===== config.mk =====
export PLATFORM = sky130hd
export DESIGN_NAME = krv_test_monitor_flat
export DESIGN_NICKNAME = d
export VERILOG_FILES = /design/src/rtl/krv_test_monitor_if.sv /design/src/rtl/krv_test_monitor.sv /design/src/flat_wrapper.sv
export SDC_FILE = /design/constraint.sdc
export NUM_CORES = 1
export LEC_CHECK = 0
export CAP_MARGIN = 25
export CORE_UTILIZATION = 41
export CTS_BUF_LIST = sky130_fd_sc_hd__clkbuf_8
export CTS_CLUSTER_DIAMETER = 120
export DETAILED_ROUTE_END_ITERATION = 16
export GPL_TIMING_DRIVEN = 0
export PLACE_DENSITY = 0.84
export SYNTH_ARGS = -nofsm -noshare
export SYNTH_HDL_FRONTEND = slang
export SYNTH_SLANG_ARGS = --single-unit
export TNS_END_PERCENT = 20

===== constraint.sdc =====
create_clock -name cpu_clk -period 2.8 [get_ports cpu_clk]
set_clock_uncertainty 0.15 [all_clocks]
set_input_delay 0.28 -clock cpu_clk [delete_from_list [all_inputs] [get_ports cpu_clk]]
set_output_delay 0.28 -clock cpu_clk [all_outputs]
set_load 0.005 [all_outputs]

===== src/rtl/krv_test_monitor_if.sv =====
// Test-monitor bundle: program-side stimulus in, pass/fail status out.
interface krv_test_monitor_if #(
   parameter int ADDR_WIDTH = 32,
   parameter int DATA_WIDTH = 32,
   parameter int NUM_END_PC = 2,
   parameter int CNT_WIDTH  = 20
);
   logic                             start;
   logic                             clear;
   logic [ADDR_WIDTH-1:0]            dec_pc;
   logic                             dec_pc_valid;
   logic [NUM_END_PC*ADDR_WIDTH-1:0] end_pc_vec;
   logic [NUM_END_PC-1:0]            end_pc_en;
   logic [DATA_WIDTH-1:0]            result_reg;
   logic [DATA_WIDTH-1:0]            pass_value;
   logic                             test_busy;
   logic                             test_done;
   logic                             test_pass;
   logic                             test_fail;
   logic                             test_timeout;
   logic [2:0]                       hit_idx;
   logic [CNT_WIDTH-1:0]             cycle_cnt;
   logic [ADDR_WIDTH-1:0]            end_pc;
   logic [31:0]                      pc_sig;

   modport master (
      output start, clear, dec_pc, dec_pc_valid,
      output end_pc_vec, end_pc_en, result_reg, pass_value,
      input  test_busy, test_done, test_pass, test_fail,
      input  test_timeout, hit_idx, cycle_cnt, end_pc, pc_sig
   );

   modport slave (
      input  start, clear, dec_pc, dec_pc_valid,
      input  end_pc_vec, end_pc_en, result_reg, pass_value,
      output test_busy, test_done, test_pass, test_fail,
      output test_timeout, hit_idx, cycle_cnt, end_pc, pc_sig
   );
endinterface


===== src/rtl/krv_test_monitor.sv =====
// End-of-test pass/fail detector with cycle watchdog for krv_c programs.
// Optional PC signature enabled by defining KRV_TEST_MON_SIG_EN.
module krv_test_monitor #(
   parameter int ADDR_WIDTH     = 32,
   parameter int DATA_WIDTH     = 32,
   parameter int NUM_END_PC     = 2,
   parameter int CNT_WIDTH      = 20,
   parameter int TIMEOUT_CYCLES = 80000,
   parameter int SETTLE_CYCLES  = 1
) (
   input logic            cpu_clk,
   input logic            cpu_rstn,
   krv_test_monitor_if.slave mon
);

   localparam logic [1:0] S_IDLE   = 2'd0;
   localparam logic [1:0] S_RUN    = 2'd1;
   localparam logic [1:0] S_SETTLE = 2'd2;
   localparam logic [1:0] S_DONE   = 2'd3;

   localparam logic [CNT_WIDTH-1:0] CNT_LAST =
      CNT_WIDTH'(TIMEOUT_CYCLES - 1);
   localparam logic [3:0] SETTLE_LOAD = 4'(SETTLE_CYCLES - 1);

   logic [1:0]            state_q, state_d;
   logic [CNT_WIDTH-1:0]  cnt_q, cnt_d;
   logic [3:0]            settle_q, settle_d;
   logic                  match_q;
   logic                  done_q, done_d;
   logic                  pass_q, pass_d;
   logic                  fail_q, fail_d;
   logic                  tmo_q, tmo_d;
   logic [2:0]            idx_q, idx_d;
   logic [ADDR_WIDTH-1:0] endpc_q, endpc_d;

   logic                  match_any;
   logic                  match_now;
   logic [2:0]            hit_sel;
   logic                  hit;

   // Scan high-to-low so the lowest matching slot wins.
   always_comb begin
      match_any = 1'b0;
      hit_sel   = 3'd0;
      for (int i = NUM_END_PC - 1; i >= 0; i--) begin
         if (mon.end_pc_en[i] &&
             mon.dec_pc == mon.end_pc_vec[i*ADDR_WIDTH +: ADDR_WIDTH]) begin
            match_any = 1'b1;
            hit_sel   = 3'(i);
         end
      end
   end

   assign match_now = mon.dec_pc_valid && match_any;
   assign hit       = match_now && !match_q;

`ifdef KRV_TEST_MON_SIG_EN
   logic [31:0] sig_q, sig_d;
   logic [31:0] pc32;

   assign pc32 = 32'(mon.dec_pc);
`endif

   always_comb begin
      state_d  = state_q;
      cnt_d    = cnt_q;
      settle_d = settle_q;
      done_d   = done_q;
      pass_d   = pass_q;
      fail_d   = fail_q;
      tmo_d    = tmo_q;
      idx_d    = idx_q;
      endpc_d  = endpc_q;
`ifdef KRV_TEST_MON_SIG_EN
      sig_d    = sig_q;
`endif
      if (mon.clear) begin
         state_d  = S_IDLE;
         cnt_d    = '0;
         settle_d = '0;
         done_d   = 1'b0;
         pass_d   = 1'b0;
         fail_d   = 1'b0;
         tmo_d    = 1'b0;
         idx_d    = '0;
         endpc_d  = '0;
`ifdef KRV_TEST_MON_SIG_EN
         sig_d    = '0;
`endif
      end else begin
         unique case (state_q)
            S_IDLE: begin
               if (mon.start) begin
                  state_d = S_RUN;
                  cnt_d   = '0;
                  done_d  = 1'b0;
                  pass_d  = 1'b0;
                  fail_d  = 1'b0;
                  tmo_d   = 1'b0;
                  idx_d   = '0;
                  endpc_d = '0;
`ifdef KRV_TEST_MON_SIG_EN
                  sig_d   = '0;
`endif
               end
            end
            S_RUN: begin
`ifdef KRV_TEST_MON_SIG_EN
               if (mon.dec_pc_valid)
                  sig_d = {sig_q[30:0], sig_q[31]} ^ pc32;
`endif
               if (hit) begin
                  state_d  = S_SETTLE;
                  idx_d    = hit_sel;
                  endpc_d  = mon.dec_pc;
                  settle_d = SETTLE_LOAD;
               end else if (cnt_q == CNT_LAST) begin
                  state_d = S_DONE;
                  done_d  = 1'b1;
                  tmo_d   = 1'b1;
               end else begin
                  cnt_d = cnt_q + 1'b1;
               end
            end
            S_SETTLE: begin
               if (settle_q == 4'd0) begin
                  state_d = S_DONE;
                  done_d  = 1'b1;
                  pass_d  = (mon.result_reg == mon.pass_value);
                  fail_d  = (mon.result_reg != mon.pass_value);
               end else begin
                  settle_d = settle_q - 1'b1;
               end
            end
            default: ;
         endcase
      end
   end

   always_ff @(posedge cpu_clk or negedge cpu_rstn) begin
      if (!cpu_rstn) begin
         state_q  <= S_IDLE;
         cnt_q    <= '0;
         settle_q <= '0;
         match_q  <= 1'b0;
         done_q   <= 1'b0;
         pass_q   <= 1'b0;
         fail_q   <= 1'b0;
         tmo_q    <= 1'b0;
         idx_q    <= '0;
         endpc_q  <= '0;
      end else begin
         state_q  <= state_d;
         cnt_q    <= cnt_d;
         settle_q <= settle_d;
         match_q  <= match_now;
         done_q   <= done_d;
         pass_q   <= pass_d;
         fail_q   <= fail_d;
         tmo_q    <= tmo_d;
         idx_q    <= idx_d;
         endpc_q  <= endpc_d;
      end
   end

`ifdef KRV_TEST_MON_SIG_EN
   always_ff @(posedge cpu_clk or negedge cpu_rstn) begin
      if (!cpu_rstn) sig_q <= '0;
      else           sig_q <= sig_d;
   end

   assign mon.pc_sig = sig_q;
`else
   assign mon.pc_sig = 32'd0;
`endif

   assign mon.test_busy    = (state_q == S_RUN) || (state_q == S_SETTLE);
   assign mon.test_done    = done_q;
   assign mon.test_pass    = pass_q;
   assign mon.test_fail    = fail_q;
   assign mon.test_timeout = tmo_q;
   assign mon.hit_idx      = idx_q;
   assign mon.cycle_cnt    = cnt_q;
   assign mon.end_pc       = endpc_q;

endmodule


===== src/flat_wrapper.sv =====
// flat-port wrapper written by rule: the top's interface ports become plain ports
module krv_test_monitor_flat 
#(
   parameter int ADDR_WIDTH     = 32,
   parameter int DATA_WIDTH     = 32,
   parameter int NUM_END_PC     = 2,
   parameter int CNT_WIDTH      = 20,
   parameter int TIMEOUT_CYCLES = 80000,
   parameter int SETTLE_CYCLES  = 1
)
  (cpu_clk, cpu_rstn, mon_start, mon_clear, mon_dec_pc, mon_dec_pc_valid, mon_end_pc_vec, mon_end_pc_en, mon_result_reg, mon_pass_value, mon_test_busy, mon_test_done, mon_test_pass, mon_test_fail, mon_test_timeout, mon_hit_idx, mon_cycle_cnt, mon_end_pc, mon_pc_sig);
  krv_test_monitor_if #(.ADDR_WIDTH(ADDR_WIDTH), .DATA_WIDTH(DATA_WIDTH), .NUM_END_PC(NUM_END_PC), .CNT_WIDTH(CNT_WIDTH)) mon_i ();
  input logic cpu_clk;
  input logic cpu_rstn;
  input wire logic [$bits(mon_i.start)-1:0] mon_start;
  input wire logic [$bits(mon_i.clear)-1:0] mon_clear;
  input wire logic [$bits(mon_i.dec_pc)-1:0] mon_dec_pc;
  input wire logic [$bits(mon_i.dec_pc_valid)-1:0] mon_dec_pc_valid;
  input wire logic [$bits(mon_i.end_pc_vec)-1:0] mon_end_pc_vec;
  input wire logic [$bits(mon_i.end_pc_en)-1:0] mon_end_pc_en;
  input wire logic [$bits(mon_i.result_reg)-1:0] mon_result_reg;
  input wire logic [$bits(mon_i.pass_value)-1:0] mon_pass_value;
  output wire logic [$bits(mon_i.test_busy)-1:0] mon_test_busy;
  output wire logic [$bits(mon_i.test_done)-1:0] mon_test_done;
  output wire logic [$bits(mon_i.test_pass)-1:0] mon_test_pass;
  output wire logic [$bits(mon_i.test_fail)-1:0] mon_test_fail;
  output wire logic [$bits(mon_i.test_timeout)-1:0] mon_test_timeout;
  output wire logic [$bits(mon_i.hit_idx)-1:0] mon_hit_idx;
  output wire logic [$bits(mon_i.cycle_cnt)-1:0] mon_cycle_cnt;
  output wire logic [$bits(mon_i.end_pc)-1:0] mon_end_pc;
  output wire logic [$bits(mon_i.pc_sig)-1:0] mon_pc_sig;
  assign mon_i.start = mon_start;
  assign mon_i.clear = mon_clear;
  assign mon_i.dec_pc = mon_dec_pc;
  assign mon_i.dec_pc_valid = mon_dec_pc_valid;
  assign mon_i.end_pc_vec = mon_end_pc_vec;
  assign mon_i.end_pc_en = mon_end_pc_en;
  assign mon_i.result_reg = mon_result_reg;
  assign mon_i.pass_value = mon_pass_value;
  assign mon_test_busy = mon_i.test_busy;
  assign mon_test_done = mon_i.test_done;
  assign mon_test_pass = mon_i.test_pass;
  assign mon_test_fail = mon_i.test_fail;
  assign mon_test_timeout = mon_i.test_timeout;
  assign mon_hit_idx = mon_i.hit_idx;
  assign mon_cycle_cnt = mon_i.cycle_cnt;
  assign mon_end_pc = mon_i.end_pc;
  assign mon_pc_sig = mon_i.pc_sig;
  krv_test_monitor #(.ADDR_WIDTH(ADDR_WIDTH), .DATA_WIDTH(DATA_WIDTH), .NUM_END_PC(NUM_END_PC), .CNT_WIDTH(CNT_WIDTH), .TIMEOUT_CYCLES(TIMEOUT_CYCLES), .SETTLE_CYCLES(SETTLE_CYCLES)) u_core (.cpu_clk(cpu_clk), .cpu_rstn(cpu_rstn), .mon(mon_i));
endmodule

After elaboration in Yosys (flattened, before gate mapping)
Cells that the tools add are included.
{ "op_classes": {"reduce_logical": 19, "n_mux": 41, "add_sub_neg": 2, "eq_ne": 15} }
{ "ops": {"columns": ["operator", "n"], "rows": [
  ["32-bit == test", 3],
  ["32-bit 2-to-1 mux", 3],
  ["20-bit 2-to-1 mux", 4],
  ["32-bit one-hot mux with 2 select lines", 1],
  ["20-bit one-hot mux with 2 select lines", 1],
  ["32-bit inequality test", 1],
  ["20-bit by 1-bit adder with 20-bit output, second input constant", 1],
  ["20-bit by 17-bit == test with 1-bit output, second input constant", 1],
  ["1-bit 2-to-1 mux", 14],
  ["4-bit 2-to-1 mux", 3],
  ["3-bit inequality test, second input constant", 4],
  ["4-bit AND reduction", 3],
  ["2-bit 2-to-1 mux", 5],
  ["3-bit 2-to-1 mux", 3],
  ["3-bit by 2-bit inequality test with 1-bit output, second input constant", 3],
  ["3-bit AND reduction", 3],
  ["3-bit nonzero test", 3],
  ["4-bit one-hot mux with 2 select lines", 1],
  ["1-bit one-hot mux with 2 select lines", 3],
  ["2-bit one-hot mux with 3 select lines", 1],
  ["3-bit one-hot mux with 2 select lines", 1],
  ["5-bit AND reduction", 1],
  ["1-bit logical AND", 4],
  ["4-bit zero test", 1],
  ["other kinds (9)", 9]
]} }
{ "word_totals": {"word_cells": 87, "output_inout_bits": 92, "reg_bits": 66} }

Logic depth before layout (Yosys ltp)
{ "depth": {"depth_word": 9, "depth_mapped": 9, "mapped_depth_nobuf": 8} }

Worst setup path after synthesis
No wires, ideal clock.
{ "synth_path": {"path_type": "flip-flop to flip-flop", "start": "reg u_core.state_q[0]", "end": "reg u_core.settle_q[3]", "arrival_ps": 2182, "path_stages_with_launch": 10, "setup_time_ps": 65, "t_required_ps": 2585, "path_buffers": 1, "slack_ps": 403, "path_cell_list": "dfrtp_1 inv_1 ha_1 clkbuf_1 inv_1 or4_1 or3_1 a21oi_1 a311o_1 o21ba_1"} }
{ "synth_via": {"elab_chain_cells": 3, "elab_cells_between_ends": 8, "classes_between": "4 x eq/ne; 2 x mux; 2 x reduce/logical"} }
{ "synth_rtl": {"columns": ["item", "line_no", "rtl"], "rows": [
  ["start, declared", "krv_test_monitor.sv:25", "logic [1:0] state_q, state_d;"],
  ["start signal, assigned", "krv_test_monitor.sv:153", "state_q <= state_d;"],
  ["2-bit == test or 2-bit by 1-bit == test with 1-bit output (tied branches)", "krv_test_monitor.sv:91", "unique case (state_q)"],
  ["3-bit inequality test (no line), or another cell as far along", null, null],
  ["3-bit AND reduction (no line) or 4-bit 2-to-1 mux (tied branches)", null, null],
  ["end signal, assigned", "krv_test_monitor.sv:155", "settle_q <= settle_d;"],
  ["end, declared", "krv_test_monitor.sv:27", "logic [3:0] settle_q, settle_d;"]
]} }
Several ways; a longest one is shown, not always the timed one.
A chain may end at the register's enable or synchronous reset.

Worst setup path after layout
{ "layout_path": {"start": "in mon_dec_pc[13]", "end": "reg u_core.cnt_q[0], in the netlist u_core.mon.cycle_cnt[0]"} }
{ "layout_via": {"elab_chain_cells": 8, "elab_cells_between_ends": 10, "classes_between": "3 x eq/ne; 2 x mux; 5 x reduce/logical"} }
{ "layout_rtl": {"columns": ["item", "line_no", "rtl"], "rows": [
  ["start, declared", "flat_wrapper.sv:17", "input wire logic [$bits(mon_i.dec_pc)-1:0] mon_dec_pc;"],
  ["32-bit == test", "krv_test_monitor.sv:47", "mon.dec_pc == mon.end_pc_vec[i*ADDR_WIDTH +: ADDR_WIDTH]) begin"],
  ["1-bit logical AND", "krv_test_monitor.sv:46", "if (mon.end_pc_en[i] &&"],
  ["1-bit 2-to-1 mux", "krv_test_monitor.sv:46", null],
  ["1-bit 2-to-1 mux (*)", "krv_test_monitor.sv:46", null],
  ["1-bit logical AND (*)", "krv_test_monitor.sv:54", "assign match_now = mon.dec_pc_valid && match_any;"],
  ["1-bit logical AND (*)", "krv_test_monitor.sv:55", "assign hit = match_now && !match_q;"],
  ["3-bit inequality test (no line) (*)", null, null],
  ["4-bit AND reduction (no line) (*)", null, null],
  ["end signal, assigned", "krv_test_monitor.sv:154", "cnt_q <= cnt_d;"],
  ["end, declared", "krv_test_monitor.sv:26", "logic [CNT_WIDTH-1:0] cnt_q, cnt_d;"]
]} }
Mark *: on every way between the ends. The rest lies on a longest branch, timed or not.

==> impl_summary.log <==
[metrics] combined buffer and inverter count along the critical path: 3
[metrics] maximum number of buffers from clock root to sink: 2
[metrics] area enclosed by the die boundary: 12000 µm²
[metrics] number of distinct standard cells referenced by the synthesized netlist: 66
[metrics] vias in the first global route: 4866
[metrics] Starting Density: 0.429
[metrics] total wire length after detailed routing: 17.5 mm
[metrics] residual antenna-violating net count after detailed routing: 0
[metrics] overall power: 0.00308 W
[metrics] first-pass GRT wire length: roughly 25 mm
[metrics] most common cell in the netlist: sky130_fd_sc_hd__dfrtp_1
[metrics] final clock period utilization by the worst path: 0.978
[metrics] number of buffers created by CTS: 9
[metrics] share of flip-flops with an asynchronous set or reset after synthesis: 1.00
[metrics] half-perimeter wire length after placement: 14.0 mm
[metrics] clock root cell: sky130_fd_sc_hd__clkbuf_8
[metrics] number of nets at the end of the flow: 950
[metrics] synthesized area per cell: 9.49 µm²
[metrics] EDFF count, synth: 0
[metrics] Post-Synthesis Cell Area: 4760 µm²
[metrics] count of unresolved DRC violations after routing: 0
[metrics] Post-Place Cells: 898
[metrics] number of buffers inserted by port buffering: 224
[metrics] via count of the routed design: 5041
[metrics] Critical Path Sink Type: register
[metrics] Area growth syn-to-layout: 60.4%
[metrics] Synth area leader: sky130_fd_sc_hd__dfrtp_1
[metrics] power density cells: 404 nW/µm²
[metrics] post-synthesis sequential element count: 64
[metrics] DR WL/cell: roughly 19 µm
[metrics] fin cells: around 900
[metrics] run status: completed
[metrics] TritonCTS clock tree: built
[metrics] Critical Path AT: 2.87 ns
[metrics] deepest level of the CTS H-tree: 3
[metrics] drt pass-1 iters: 6
[metrics] maximum fanout encountered on the critical timing path: 10
[metrics] height of the die: 110 µm
[metrics] n_diodes: 0
[metrics] Worst Tran Pin Value: 0.873 ns
[metrics] clk slew on worst S/H paths: ~0.080 ns
[metrics] share of synthesized area occupied by flip-flops and latches: 0.337
[metrics] Final Slew Violations: 0
[metrics] Final Setup Violations: 0
[metrics] series of cell instances along the critical path: clkdlybuf4s50_1 > xor2_1 > or4_1 > nor4_2 > nand3_2 > nand3_2 > buf_4 > buf_4 > nand2_1 > a31oi_1
[metrics] kind of cell adding the most delay to the critical path: simple AND/OR/NAND/NOR gates
[metrics] kind of critical path: primary input to register
[metrics] main flop type after synthesis: sky130_fd_sc_hd__dfrtp_1
[metrics] Syn Inst Count: 501
[metrics] class of the tightest hold or removal check: primary input to register
[metrics] worst slew margin relative to its limit: 0.418
[metrics] most numerous cell types in the synthesized netlist: sky130_fd_sc_hd__dfrtp_1 (64), sky130_fd_sc_hd__xnor2_1 (51), sky130_fd_sc_hd__xor2_1 (47)
[metrics] fillcell total: around 910
[metrics] RSZ-0062 raised after global routing: true
[metrics] number of antenna violations at the first check in global routing: 0
[metrics] final-report hold violation count: 0
[metrics] required arrival time at the worst endpoint: 2.93 ns
[metrics] row count: 38
[metrics] overall routing resource usage: 0.287
[metrics] post-DR vias/cell: 5.47
[metrics] portion of synthesized cell area occupied by the leading cell type: 0.337
[metrics] pin count of the biggest net entering global routing: 65
[metrics] biggest area contributors in the synthesized netlist: sky130_fd_sc_hd__dfrtp_1 (34%), sky130_fd_sc_hd__xnor2_1 (9.4%), sky130_fd_sc_hd__xor2_1 (8.7%)
[metrics] startpoint class of the critical path: primary input
[metrics] Placer Congestion: 0.953
[metrics] cell at the slowest stage of the critical path: sky130_fd_sc_hd__or4_1
[metrics] max_cap viols: 0
[metrics] worst supply voltage drop on vdd: 267 µV
[metrics] die boundary width: between 100 and 150 µm
[metrics] residual overflow from global routing: 0
[metrics] final design utilization: 0.689
[metrics] achievable clock frequency: 365 MHz
[metrics] DR iter-0 viols: between 300 and 400
[metrics] sink count of the clock tree: 64
[metrics] Std-Cell Core Area: 11100 µm²
[metrics] count of boundary I/O pins: 259
[metrics] number of warnings issued by yosys: 0
[metrics] peak per-stage delay on the critical path: approximately 0.60 ns
[metrics] clock latency at the later pin of the worst-skew pair: 0.36 ns
[metrics] final period demand of the worst path: between 2 and 3 ns
[metrics] P_leak: ~3.2 nW
[metrics] layout cells sized above 1: 0.118
-- metal layers --
metal | GRT usage | share of wire
met1 | 0.354 | 0.38
met2 | 0.488 | 0.51
met3 | 0.0492 | 0.078
met4 | 0.130 | 0.035
met5 | 0 | 0
-- cell families (layout without fill, tap and decap cells) --
| kind of cell | count (synthesis) | after routing | share of synthesized area |
|---|---|---|---|
| buf+inv | 61 | 308 | 0.0939 |
| other cells | 1 | 34 | 0.000789 |
| xor+xnor | 98 | 98 | 0.180 |
| fa+ha+maj | 6 | 6 | 0.0158 |
| simple gates | 174 | 174 | 0.214 |
| flops | 64 | 64 | 0.337 |
| compound gates | 97 | 97 | 0.159 |
-- cell type report --
| cell class | count | area, µm² | area share |
|---|---|---|---|
| Inverter | 9 | 33.8 | 0.00443 |
| Tap cell | 140 | 175 | 0.0230 |
| Timing Repair Buffer | 232 | 2300 | 0.302 |
| Clock inverter | 6 | 85.1 | 0.0112 |
| Buffer | 52 | 415 | 0.0545 |
| Sequential cell | 64 | 1600 | 0.210 |
| Clock buffer | 9 | 124 | 0.0162 |
| Multi-Input combinational cell | 409 | 2890 | 0.379 |
-- power breakdown --
part	total (W)	leakage, nW	internal, W	switching (W)
clock	0.000890	0.107	0.000495	0.000395
sequential	0.000989	0.889	0.000955	0.0000345
combinational	0.00121	2.20	0.000579	0.000626
-- state kept, by name, summed over array words and instances, names as in the netlist, 2 cells and up --
register,flops
u_core.mon.end_pc,32
u_core.state_q,2
u_core.mon.cycle_cnt,20
u_core.settle_q,4
-- cells in the final DEF, fill, tap and decap left out, types with 4 or more instances in the layout --
cell	n
sky130_fd_sc_hd__xnor2_1	51
sky130_fd_sc_hd__ha_1	6
sky130_fd_sc_hd__o21ai_0	5
sky130_fd_sc_hd__inv_1	10
sky130_fd_sc_hd__conb_1	34
sky130_fd_sc_hd__nand3_1	18
sky130_fd_sc_hd__or3_1	5
sky130_fd_sc_hd__or4_1	15
sky130_fd_sc_hd__nor2_1	17
sky130_fd_sc_hd__a22o_1	33
sky130_fd_sc_hd__dfrtp_1	64
sky130_fd_sc_hd__clkbuf_8	9
sky130_fd_sc_hd__nand4_1	27
sky130_fd_sc_hd__buf_6	4
sky130_fd_sc_hd__o211ai_1	10
sky130_fd_sc_hd__nor4_1	15
sky130_fd_sc_hd__a21oi_1	12
sky130_fd_sc_hd__xor2_1	47
sky130_fd_sc_hd__nand3_2	4
sky130_fd_sc_hd__clkdlybuf4s50_1	220
sky130_fd_sc_hd__a31oi_1	4
sky130_fd_sc_hd__clkbuf_1	6
sky130_fd_sc_hd__o21ai_1	4
sky130_fd_sc_hd__nor3_1	5
sky130_fd_sc_hd__nand2_1	33
sky130_fd_sc_hd__buf_4	44
-- metrics by stage --
| stage | cell area (µm²) | setup TNS [ns] | hold slack (ns) | setup WS [ns] |
|---|---|---|---|---|
| floorplan | 4880 | 0 | -0.166 | 0.403 |
| global placement | 7300 | -80.36 | 0.329 | -0.945 |
| detailed placement | 7290 | -22.44 | 0.297 | -0.573 |
| CTS | 7550 | 0 | 0.329 | 0.0203 |
| global route | 7630 | -0.0235 | 0.174 | -0.0235 |
| finish | 7630 | 0 | 0.157 | 0.0603 |
-- final timing paths --
check | cells after the start | end | slack [ns] | start
worst max register to register | 9 | u_core.settle_q[3] | 0.09 | u_core.state_q[0]
min in group asynchronous | 2 | u_core.mon.end_pc[14] | 0.45 | cpu_rstn
worst min register to register | 1 | u_core.mon.end_pc[17] | 0.35 | u_core.mon.end_pc[17]
worst max-delay path | 10 | u_core.mon.cycle_cnt[0] | 0.06 | mon_dec_pc[13]
worst min-delay path | 2 | u_core.mon.end_pc[18] | 0.16 | mon_dec_pc[18]
max in group asynchronous | 2 | u_core.settle_q[1] | 1.49 | cpu_rstn
-- what timing repair did --
item / in CTS / in global routing
hold buffers: 1 / 0
buffers inserted: 2 / 4
endpoints found under the hold margin: 64 / 0
cloned: 0 / 1
setup endpoints to repair: 21 / 47
gates resized for setup: 5 / 11
pin swaps: 2 / 4
No activity file was read; power rests on OpenSTA's default activity.
==> RTL edit, RTL diff (config.mk and constraints unchanged) <==
`NUM_END_PC` is set to 2 in 3 places; all go to 4.
--- a/src/rtl/krv_test_monitor_if.sv
+++ b/src/rtl/krv_test_monitor_if.sv
@@ -3,5 +3,5 @@
    parameter int ADDR_WIDTH = 32,
    parameter int DATA_WIDTH = 32,
-   parameter int NUM_END_PC = 2,
+   parameter int NUM_END_PC = 4,
    parameter int CNT_WIDTH  = 20
 );
--- a/src/rtl/krv_test_monitor.sv
+++ b/src/rtl/krv_test_monitor.sv
@@ -4,5 +4,5 @@
    parameter int ADDR_WIDTH     = 32,
    parameter int DATA_WIDTH     = 32,
-   parameter int NUM_END_PC     = 2,
+   parameter int NUM_END_PC     = 4,
    parameter int CNT_WIDTH      = 20,
    parameter int TIMEOUT_CYCLES = 80000,
--- a/src/flat_wrapper.sv
+++ b/src/flat_wrapper.sv
@@ -4,5 +4,5 @@
    parameter int ADDR_WIDTH     = 32,
    parameter int DATA_WIDTH     = 32,
-   parameter int NUM_END_PC     = 2,
+   parameter int NUM_END_PC     = 4,
    parameter int CNT_WIDTH      = 20,
    parameter int TIMEOUT_CYCLES = 80000,
Interface: changed (resized mon_end_pc_en and mon_end_pc_vec); port bits go from 259 to 325. The function was not compared with the original's and may differ.
==> RTL edit against the original RTL <==
Final area rose by 20%; combinational power rose by 69%; utilization fell by 3.2 points; worst setup slack got worse by 14 ps; power rose by 37%; count of clock-buffer cells in the layout did not move; synthesized cell count rose by 39%; area after synthesis rose by 23%; wire length rose by 32%; sequential cell count rose by 1; critical path type unchanged; critical endpoint is now u_core.state_q[1].
==> RTL edit: results (changes against the original RTL) <==
- FF-to-FF setup slack: 110 ps (+20 ps)
* Startpoint of the lowest-slack hold path: mon_dec_pc[21]
- The last weighted congestion value of the routability-driven placer came to 1.01 (+5.8%).
- The worst-case vdd ir drop is 0.000259 V (-3.1%).
- For hold timing, the worst endpoint is u_core.mon.end_pc[21].
* Multiplexer share of the synthesized area: 1.22% (+1.2 points)
- Transition time of the tightest slew-check pin: 848 ps (-24.7 ps)
* Post-Synth Adder-Cell Area: 1.28% (-0.30 points)
* Crit Reg-Reg Startpoint: u_core.mon.cycle_cnt[0]
- Critical path's largest stage delay: 500 ps (-100 ps)
- Pre-CTS setup slack: -456 ps (+117 ps)
- The detail-routed net length per standard cell is 19.4 um (+2.1%).
- The biggest fanout along the worst timing path is 6 (-4).
- The routed length on met1 came to 7.65 mm (+15%).
- The final standard cell count with taps included and fillers excluded is 1191 (+29%).
- The routing usage on met1 came to 29.3% (-6.1 points).
* Router iterations before antenna repair: 5 (-1)
- Post-route worst hold slack: 28.8 ps (-128 ps)
* Leak Pwr: 3.83 nW (+20%)
* Placed instance area: 8800 um^2 (+21%)
- The fill cell instance count of the final layout was 1170 (+29%).
- The number of distinct library cell variants in the gate-level netlist after synthesis is 61 (-7.6%).
* End of the worst register-to-register path: u_core.mon.cycle_cnt[11]
- Critical path origin: mon_end_pc_vec[57]
- Global-route wire length before repair: 33.1 mm (+30%)
- The number of flip-flops in the largest register was 32 (unchanged).
- The critical path ends at u_core.state_q[1].
* Run status: finished clean
* Met2 capacity usage during global routing: 56.9% (+8.1 points)
- Library cell contributing the largest single delay on the critical path: sky130_fd_sc_hd__or3_1
* Vias per cell: 5.37 (-1.9%)
- Portion of the post-synthesis area used by sequential elements: 27.7% (-6.0 points)
* Amount of wire on met3 after detailed routing: 2.07 mm (+52%)
- The synthesized-area fraction occupied by xor and xnor cells was 24.5% (+6.4 points).
- M3 GR Usage: 6.93% (+2.0 points)
- The half-perimeter wire length after detailed placement is 19.0 mm (+35%).
- The met2 layer wire length in the routed design came to 11.9 mm (+33%).
* Worst Path Arrival: 2880 ps (about the same)
- CTS buffer count: 9 (unchanged)
- Total routing usage reported by global routing: 30.7% (+2.0 points)
- The commonest cells after synthesis are 151 x sky130_fd_sc_hd__xor2_1, 96 x sky130_fd_sc_hd__nand2_1, 65 x sky130_fd_sc_hd__dfrtp_1.
* Share of the synthesized area in compound gates (AO/OA/AOI/OAI): 9.42% (-6.4 points)
* Antenna violations before repair: 2 (+2)
- The cell count after synthesis came to 698 (+39%).
* Cell count after placement: 1169 (+30%)
- Min Tclk post-route: 2750 ps (+13.7 ps)
[RTL edit: power by group through the flow]
stage	clock network (mW)	logic [mW]	registers (mW)
2_1_floorplan	0	1.01	1.21
3_3_place_gp	0	1.95	1.21
3_5_place_dp	0	1.98	1.22
4_1_cts	0.982	1.99	1.20
5_1_grt	1.02	2.22	1.22
6_report	0.966	2.05	1.20
[RTL edit: cell type report]
type                            count  area [um^2]  area share, %
Tap cell                          180          225           2.46
Buffer                             81          568           6.20
Timing Repair Buffer              264         2630           28.7
Multi-Input combinational cell    575         3830           41.9
Clock buffer                        9          124           1.35
Clock inverter                      7          111           1.22
Sequential cell                    65         1630           17.8
Inverter                            8         30.0          0.328
Antenna cell                        2         5.00         0.0547
[RTL edit: timing repair]
action,in CTS,in global routing
setup endpoints to repair,26,46
buffers inserted,0,4
hold buffers,1,0
hold endpoints to repair,65,0
cloned,0,0
pin swaps,1,9
resized for setup,5,12
